<file path="src/rtl/modcnt_pkg.sv">
// modcnt_pkg: shared types and helpers for the modulo-N counter slice.
//   modcnt_dir_t  - count direction encoding (matches the up_dn pin)
//   modcnt_clamp  - clamp a load value into 0..modulus-1
package modcnt_pkg;

  typedef enum logic {DIR_DOWN = 1'b0, DIR_UP = 1'b1} modcnt_dir_t;

  // Values at or above the modulus land on the top count rather than aliasing.
  function automatic logic [31:0] modcnt_clamp(input logic [31:0] val,
                                               input logic [31:0] modulus);
    return (val < modulus) ? val : (modulus - 32'd1);
  endfunction

endpackage

</file>
<file path="src/rtl/modcnt_next.sv">
// modcnt_next: combinational successor of a modulo-N count value.
//   q       in   WIDTH  current count
//   dir     in   1      count direction
//   q_next  out  WIDTH  modulo successor of q in direction dir
//   at_term out  1      q sits on the terminal value for dir (MODULUS-1 up, 0 down)
module modcnt_next
  import modcnt_pkg::*;
#(
  parameter int WIDTH   = 4,
  parameter int MODULUS = 16
) (
  input  logic [WIDTH-1:0] q,
  input  modcnt_dir_t      dir,
  output logic [WIDTH-1:0] q_next,
  output logic             at_term
);

  // One extra bit so MODULUS == 2**WIDTH needs no natural overflow.
  localparam logic [WIDTH:0]   MOD_EXT = (WIDTH+1)'(MODULUS);
  localparam logic [WIDTH-1:0] MAX_Q   = WIDTH'(MODULUS - 1);

  logic [WIDTH:0] q_ext;
  logic [WIDTH:0] inc;
  logic [WIDTH:0] dec;

  always_comb begin
    q_ext   = {1'b0, q};
    inc     = q_ext + (WIDTH+1)'(1);
    dec     = q_ext - (WIDTH+1)'(1);
    at_term = 1'b0;
    q_next  = q;
    if (dir == DIR_UP) begin
      at_term = (inc == MOD_EXT);
      q_next  = at_term ? '0 : inc[WIDTH-1:0];
    end else begin
      at_term = (q_ext == '0);
      q_next  = at_term ? MAX_Q : dec[WIDTH-1:0];
    end
  end

endmodule

</file>
<file path="src/rtl/param_mod_counter.sv">
// param_mod_counter: parametrised modulo-N up/down counter with load,
// terminal count and wrap pulse.
//   clk       in   1      rising-edge clock
//   reset     in   1      synchronous active-low reset
//   en        in   1      count enable
//   up_dn     in   1      1 = up, 0 = down
//   load      in   1      parallel load strobe (beats en)
//   load_val  in   WIDTH  load value, clamped to MODULUS-1
//   q         out  WIDTH  registered count
//   tc        out  1      combinational terminal count (for cascading)
//   wrap      out  1      registered one-cycle wrap/saturation pulse
// Build option: MODCNT_SATURATE_EN makes the counter stop at its limits
// instead of wrapping; wrap then flags the first blocked step only.
module param_mod_counter
  import modcnt_pkg::*;
#(
  parameter int WIDTH     = 4,
  parameter int MODULUS   = 16,
  parameter int RESET_VAL = 0
) (
  input  logic             clk,
  input  logic             reset,
  input  logic             en,
  input  logic             up_dn,
  input  logic             load,
  input  logic [WIDTH-1:0] load_val,
  output logic [WIDTH-1:0] q,
  output logic             tc,
  output logic             wrap
);

  if (WIDTH < 1) begin : g_bad_width
    $error("param_mod_counter: WIDTH must be >= 1");
  end
  if (MODULUS < 2 || longint'(MODULUS) > (longint'(1) << WIDTH)) begin : g_bad_mod
    $error("param_mod_counter: MODULUS must be in 2..2**WIDTH");
  end
  if (RESET_VAL < 0 || RESET_VAL >= MODULUS) begin : g_bad_rst
    $error("param_mod_counter: RESET_VAL must be < MODULUS");
  end

  localparam logic [WIDTH-1:0] RESET_Q = WIDTH'(RESET_VAL);

  logic [WIDTH-1:0] q_q, q_d;
  logic             wrap_q, wrap_d;
  logic [WIDTH-1:0] q_next;
  logic             at_term;
  modcnt_dir_t      dir;

  assign dir = modcnt_dir_t'(up_dn);

  modcnt_next #(
    .WIDTH   (WIDTH),
    .MODULUS (MODULUS)
  ) u_next (
    .q       (q_q),
    .dir     (dir),
    .q_next  (q_next),
    .at_term (at_term)
  );

`ifdef MODCNT_SATURATE_EN
  // Set once a step has been blocked at a limit; suppresses repeat pulses.
  logic sat_hit_q, sat_hit_d;
`endif

  always_comb begin
    q_d    = q_q;
    wrap_d = 1'b0;
`ifdef MODCNT_SATURATE_EN
    sat_hit_d = sat_hit_q;
`endif
    if (load) begin
      q_d = WIDTH'(modcnt_clamp(32'(load_val), 32'(MODULUS)));
`ifdef MODCNT_SATURATE_EN
      sat_hit_d = 1'b0;
`endif
    end else if (en) begin
`ifdef MODCNT_SATURATE_EN
      if (at_term) begin
        wrap_d    = ~sat_hit_q;
        sat_hit_d = 1'b1;
      end else begin
        q_d       = q_next;
        sat_hit_d = 1'b0;
      end
`else
      q_d    = q_next;
      wrap_d = at_term;
`endif
    end
  end

  always_ff @(posedge clk) begin
    if (!reset) begin
      q_q    <= RESET_Q;
      wrap_q <= 1'b0;
`ifdef MODCNT_SATURATE_EN
      sat_hit_q <= 1'b0;
`endif
    end else begin
      q_q    <= q_d;
      wrap_q <= wrap_d;
`ifdef MODCNT_SATURATE_EN
      sat_hit_q <= sat_hit_d;
`endif
    end
  end

  assign q    = q_q;
  assign wrap = wrap_q;
  assign tc   = en & at_term;

endmodule

</file>
<file path="config.mk">
export PLATFORM = sky130hd
export DESIGN_NAME = param_mod_counter
export DESIGN_NICKNAME = d
export VERILOG_FILES = /design/src/rtl/modcnt_pkg.sv /design/src/rtl/modcnt_next.sv /design/src/rtl/param_mod_counter.sv
export SDC_FILE = /design/constraint.sdc
export NUM_CORES = 1
export LEC_CHECK = 0
export CORE_AREA = 8 8 45 47
export DETAILED_ROUTE_END_ITERATION = 10
export DIE_AREA = 0 0 53 55
export DONT_BUFFER_PORTS = 1
export GPL_TIMING_DRIVEN = 0
export PLACE_DENSITY = 0.47
export SLEW_MARGIN = 10
export SYNTH_ARGS = -nofsm -noshare
export SYNTH_HDL_FRONTEND = slang
export SYNTH_SLANG_ARGS = --single-unit
</file>
<file path="constraint.sdc">
create_clock -name clk -period 2.5 [get_ports clk]
set_input_delay 0.5 -clock clk [delete_from_list [all_inputs] [get_ports clk]]
set_output_delay 0.5 -clock clk [all_outputs]
set_load 0.05 [all_outputs]
</file>
---- Word level (Yosys, flattened, before mapping) ----
Index checks and enable logic that the tools add are counted.
word-level totals
  flip-flop bits (word level) ............. 5
  logic and storage cells ................. 17
operators by class
  add/subtract/negate cells ............... 2
  equal/unequal tests ..................... 1
  multiplexer cells ....................... 6
  bitwise logic cells ..................... 3
  reductions and logical operators ........ 3
operators with widths
  cell                                                                count
  4-bit 2-to-1 mux                                                    5
  4-bit by 1-bit adder with 5-bit output, second input constant       1
  5-bit equality test, second input constant                          1
  4-bit logical NOT                                                   1
  4-bit by 1-bit subtractor with 4-bit output, second input constant  1
  3-bit OR reduction                                                  1
  1-bit NOT                                                           2
  2-bit nonzero test                                                  1
  1-bit bitwise AND                                                   1
  1-bit 2-to-1 mux                                                    1

---- Depth between registers and ports, before layout ----
Gate-level depths: netlist of run 1.
  depth after elaboration ................. 6
  gate-level depth with buffers ........... 5

---- By module ----
A second synthesis of run 1 with hierarchy kept.
unflattened totals
  cell total of the unflattened synthesis .. 38
  area, all modules ....................... 345.3 um^2
modules (own cells, without submodules)
  module             times used  cells an instance  area an instance (um^2)  seq. area each (um^2)
  param_mod_counter  1           19                 226.5                    100.1
  modcnt_next        1           19                 118.9                    0.0

---- Worst setup path before layout of run 1 ----
Ideal clock, no wire load.
  path type ............................... register to output
  start point ............................. reg q_q[0], in the netlist q[0]
  end point ............................... out tc
  arrival ................................. 1,943 ps
  data required time ...................... 2,000 ps
  path slack .............................. 57 ps
  cell stages (with the launch flop) ...... 5
  buffers on the path ..................... 0
  cell sequence ........................... dfxtp_1 -> ha_1 -> and4_1 -> a31oi_1 -> nor2b_1
on the way
  cells in the longest elaborated chain, start to end .. 4
  elaborated cells on any way between the ends .. 5
  those cells by class .................... 1 x add/sub; 1 x eq/ne; 1 x mux; 1 x bitwise; 1 x reduce/logical
RTL lines
  item                                    line                      source
  start: declaration                      param_mod_counter.sv:44   logic [WIDTH-1:0] q_q, q_d;
  start signal: assignment                param_mod_counter.sv:102  q_q <= q_d;
  4-bit by 1-bit adder with 5-bit output  modcnt_next.sv:28         inc = q_ext + (WIDTH+1)'(1);
  5-bit equality test                     modcnt_next.sv:33         at_term = (inc == MOD_EXT);
  1-bit 2-to-1 mux (*)                    modcnt_next.sv:32         if (dir == DIR_UP) begin
  1-bit bitwise AND (*)                   param_mod_counter.sv:112  assign tc = en & at_term;
  end: declaration                        param_mod_counter.sv:28   output logic tc,
Every way passes the cells marked *; elsewhere a longest branch is shown, timed or not.

---- Worst setup path after layout of run 1 ----
  start point ............................. reg q_q[2], in the netlist q[2]
  end point ............................... out tc
Same word-level chain as after synthesis.

==> results of run 1 <==
[logic make-up (layout without fill, tap and decap cells)]
logic type,after synthesis,after routing,synth area share (%)
simple gates,18,18,37.6
compound gates,8,8,14.2
flops,5,5,28.4
buf+inv,4,8,4.25
fa+ha+maj,2,2,7.09
mux,2,2,6.03
xor+xnor,1,1,2.48
[what timing repair did]
item	4_1_cts	5_1_grt
setup endpoints to repair	1	1
setup buffers	0	0
resized for setup	3	2
pin swaps	0	0
[where the power goes]
| group | total (mW) | internal [mW] | switching [mW] |
|---|---|---|---|
| Combinational | 0.0413 | 0.0211 | 0.0202 |
| Sequential | 0.119 | 0.0870 | 0.0316 |
| Clock | 0.0961 | 0.0605 | 0.0356 |
[stage by stage]
step | hold slack, ns | std cells | setup WS, ns | power (mW) | utilization (%)
6_report | 0.379 | 60 | 0.214 | 0.256 | 29.7
5_1_grt | 0.378 | 60 | 0.111 | 0.279 | 29.7
4_1_cts | 0.373 | 60 | 0.0752 | 0.259 | 29.2
2_1_floorplan | 0.638 | 40 | 0.0573 | 0.150 | -
3_3_place_gp | 0.644 | 56 | -0.109 | 0.158 | 26.9
3_5_place_dp | 0.646 | 56 | -0.103 | 0.159 | 26.9
[critical path, delay by kind of cell, from the launching register on]
family	cells	cell delay, ns
AOI/OAI and AO/OA	1	0.15
and+or+nand+nor	2	0.86
DFF	1	0.53
[sequential cells by signal (all words and copies together), names as in the netlist]
signal and flops:
wrap 1, q 4
[layout make-up]
type	instances	area, um^2
buffer	1	3.75
clock buffer	4	26.3
fill	151	973
inverter	3	11.3
multi-input combinational	31	245
sequential	5	104
tap	16	20.0
[path summary, 6_finish.rpt]
| check | to | depth (start not counted) |
|---|---|---|
| worst max register to register | wrap | 5 |
| worst min register to register | q[1] | 2 |
| worst max-delay path | tc | 3 |
| worst min-delay path | q[1] | 2 |
[cell usage in the layout (no fill, tap or decap), drive strengths merged, types with 2 or more instances in the layout]
| cell type | netlist | final |
|---|---|---|
| a21oi | 2 | 2 |
| o21ai | 2 | 2 |
| and4 | 2 | 2 |
| nand2 | 2 | 2 |
| nand3b | 2 | 2 |
| clkbuf | 1 | 5 |
| dfxtp | 5 | 5 |
| nor2 | 2 | 2 |
| inv | 3 | 3 |
| ha | 2 | 2 |
| and4bb | 2 | 2 |
| nor4b | 2 | 2 |
[layer usage]
metal / vias to the layer above / share of wire, %
met4: 0 / 0
met2: 12 / 43
li1: 158 / -
met1: 144 / 43
met3: 0 / 14
met5: - / 0
==> metrics.txt, run 1 <==
result of the run complete, no violations; class of the most critical setup path reg -> out; Detailed Routing Iterations Pass 1 4; maximum vdd drop 0.000234 V; wire length reported by the detailed router 928 um; row count 14; Clock Skews 0.00610 ns; Synthesis Warnings 0; Port Buffers 0; Die Y 55 um; number of nets in the synthesized netlist 51; highest net fanout along the worst path 7; die width 53 um; global routing met2 resource utilization 9.96%; insertion delay of the later-clocked pin in the worst-skew pair 0.25 ns; number of global-route vias before repair 330; routed via count 314; global-route met3 utilization 6.68%; number of antenna violations at the first check in global routing 0; data required time at the worst endpoint 2.00 ns; I/O pin count 15; synthesized netlist cell count 40; share of layout cells above drive strength 1 25.0%; nets@finish 56; share of synthesized registers carrying an async set or reset 0%; Critical Path Slowest Stage Cell sky130_fd_sc_hd__dfxtp_1; final period utilization 91.5%; average routed wire per standard cell 15.5 um; 1st-iter DRT viols 8; worst-case clock buffer depth 2; Clock Tree Root sky130_fd_sc_hd__clkbuf_4; critical path, cell by cell nor4b_2, a31oi_1, nor2b_4; Starting Density 25.5%; Worst Path Arrival 1.79 ns; timing startpoint of the critical path q[2]; hold violation count in the final report 0; CTS hold repair buffers 0; Cell variety after synth 27; number of levels the H-tree was split into 1; leakage dissipation 0.157 nW; Netlist Area Pre-Place 353 um^2; global route total overflow 0; reg2reg setup slack 0.77 ns; worst hold path class in -> reg; beginning of the worst hold path reset; placed wire-length estimate after detailed placement 701 um; number of antenna diodes 0; top-count cell post-synth sky130_fd_sc_hd__dfxtp_1; largest net degree at the start of global routing 10; clock transition at the registers of the reported paths 0.05 ns; Crit Reg-Reg Startpoint q[0]; count of clock tree sinks 5; Floorplan Core Area 1380 um^2; Tmin final 2.29 ns; first-pass GRT wire length 1500 um; sequential share of the synthesized area 28.4%; CP max stage delay 0.53 ns; setup repair after global routing missed its margin no; fmax 437 MHz; power density cells 624 nW/um^2; share of the synthesized area in the top cell type 28.4%; Slew Limit Headroom 53.6%; mean cell area of the mapped netlist 8.82 um^2; clock buffer count from CTS 3; Global Route Usage Sum 7.37%; last weighted congestion value of the routability-driven placer 0.664; critical path startpoint category register; maxcap violations 0; via-per-instance ratio 5.23; ANT nets after route 0; cell area after placement 373 um^2; layout overhead on the synthesized area 16.3%; type of destination of the critical path output pin; total of endpoints with negative setup slack in the final report 0; Final Max Tran Viols 0; most area-hungry cell type in the Yosys netlist sky130_fd_sc_hd__dfxtp_1; area of all placed cells without fillers 410 um^2; met1 global-route usage 8.04%; area of the die 2920 um^2; largest cells by area after synthesis sky130_fd_sc_hd__dfxtp_1 28%, sky130_fd_sc_hd__ha_1 7.1%, sky130_fd_sc_hd__and4_1 5.0%; CTS tree done; Post-route DRC 0; leading register cell type out of synthesis sky130_fd_sc_hd__dfxtp_1; Post-synth EDFFs 0; Final TNS setup 0 ns; Most Used Layer, Global Route met2; transition at the pin with the smallest max-transition slack 0.694 ns; count of state elements after synthesis 5; most frequent cells after synthesis 5 x sky130_fd_sc_hd__dfxtp_1, 3 x sky130_fd_sc_hd__inv_1
(Power assumes the default switching activity.)
==> run 2: changes to the inputs <==
Settings changed: CORE_AREA 8 8 45 47 to 2 2 39 41, DIE_AREA 0 0 53 55 to 0 0 41 43.
==> metrics.txt, run 2 (synthesis gave the netlist of run 1 again) <==
insertion delay of the later-clocked pin in the worst-skew pair 0.24 ns (about the same); ANT nets after route 0 (unchanged); area of the die 1760 um^2 (-40%); via-per-instance ratio 5.43 (+3.8%); number of antenna diodes 0 (unchanged); critical path startpoint category register; fill count 149 (-1.3%); CTS tree done; CTS hold repair buffers 0 (unchanged); type of destination of the critical path output pin; count of clock tree sinks 5 (unchanged); Power, Total 0.252 mW (-1.6%); number of global-route vias before repair 279 (-15%); Final Max Tran Viols 0 (unchanged); routed via count 326 (+3.8%); last weighted congestion value of the routability-driven placer 0.685 (+3.1%); power density cells 616 nW/um^2 (-1.3%); Tmin final 2.26 ns (-0.0254 ns); maximum vdd drop 0.000302 V (+29%); Floorplan Core Area 1380 um^2 (unchanged); area taken by flip-flops and latches 103 um^2 (-1.2%); I/O pin count 15 (unchanged); maxcap violations 0 (unchanged); Die Y 43 um (-22%); nets@finish 56 (unchanged); first-pass GRT wire length 1260 um (-16%); worst-case clock buffer depth 2 (unchanged); setup fix buffers added after clock tree synthesis 0 (unchanged); clock buffer count from CTS 3 (unchanged); placed wire-length estimate after detailed placement 591 um (-16%); data required time at the worst endpoint 2.00 ns (about the same); row count 14 (unchanged); share of layout cells above drive strength 1 22.7% (-2.3 points); number of levels the H-tree was split into 1 (unchanged); max reg flops 4 (unchanged); 1st-iter DRT viols 5 (-3); hold violation count in the final report 0 (unchanged); clock transition at the registers of the reported paths 0.05 ns (about the same); Detailed Routing Iterations Pass 1 4 (unchanged); transition at the pin with the smallest max-transition slack 0.675 ns (-0.0189 ns); global route total overflow 0 (unchanged); cell area after placement 373 um^2 (unchanged); layout overhead on the synthesized area 16.0%; Port Buffers 0 (unchanged); area of all placed cells without fillers 409 um^2 (-0.31%); total area of multi-input combinational cells 245 um^2 (unchanged); Clock Tree Root sky130_fd_sc_hd__clkbuf_4; worst hold path class in -> reg; final period utilization 90.4% (-1.0 points); Clock Skews 0.000983 ns (-0.00512 ns); die width 41 um (-23%); class of the most critical setup path reg -> out; commonest cells after routing, fill and taps aside 3 x sky130_fd_sc_hd__inv_1, 3 x sky130_fd_sc_hd__clkbuf_4, 3 x sky130_fd_sc_hd__dfxtp_1; leakage dissipation 0.157 nW (-0.18%); Worst Path Arrival 1.76 ns (-0.03 ns); Post-route DRC 0 (unchanged); average routed wire per standard cell 12.8 um (-17%); Global Route Usage Sum 11.1% (+3.7 points); Starting Density 25.5% (unchanged); setup repair after global routing missed its margin no; highest net fanout along the worst path 7 (unchanged); result of the run complete, no violations; number of antenna violations at the first check in global routing 0 (unchanged); wire length reported by the detailed router 767 um (-17%); fmax 442 MHz (+1.1%); Slew Limit Headroom 54.9% (+1.3 points); total of endpoints with negative setup slack in the final report 0 (unchanged); largest net degree at the start of global routing 10 (unchanged)
[run 2: cell counts in the layout (fill, tap and decap cells not counted)]
No cell type changed its count.
[run 2: final timing paths]
path | from | end | slack (ns) | cells past startpoint
setup reg to reg | q[0] | wrap | 0.77 | 5
hold reg to reg | q[1] | q[1] | 0.70 | 2
hold / removal | reset | q[1] | 0.39 | 2
setup / recovery | q[2] | tc | 0.24 | 3
[run 2: worst max-delay path, stage by stage, from the launching register on]
cell,delay (ns)
sky130_fd_sc_hd__dfxtp_1,0.53
sky130_fd_sc_hd__nor4b_2,0.49
sky130_fd_sc_hd__a31oi_1,0.15
sky130_fd_sc_hd__nor2b_4,0.35
[run 2: metrics by stage]
stage          utilization, %  instances  hold WS (ns)  setup slack, ns  setup TNS, ns
5_1_grt                  29.6         60         0.395            0.108              0
4_1_cts                  29.2         60         0.383            0.107              0
6_report                 29.6         60         0.390            0.239              0
2_1_floorplan               -         40         0.638           0.0573              0
3_5_place_dp             26.9         56         0.644          -0.0694        -0.0694
3_3_place_gp             26.9         56         0.641          -0.0988        -0.0988
[run 2: timing repair]
action / 4_1_cts / 5_1_grt
cloned: 0 / 0
gates resized for setup: 3 / 1
endpoints found under the setup margin: 1 / 1
[run 2: final cells by class]
type	instances	area share, %
plain buffers	1	0.917
clock buffers	4	6.42
inverters	3	2.75
multi-input cells	31	59.9
flip-flops and latches	5	25.1
well taps	16	4.89
[run 2: metal layers]
layer	vias to the layer above	share of wire, %	global-route usage, %
li1	161	-	-
met1	152	45	15.9
met2	13	46	13.1
met3	0	9.0	5.24
met4	0	0	6.00
met5	-	0	0
[run 2: where the power goes]
group          internal [mW]  total, mW  leakage [nW]  switching [mW]
logic                 0.0210     0.0407        0.0999          0.0197
clock network         0.0604     0.0938        0.0150          0.0335
registers             0.0865      0.117        0.0419          0.0309
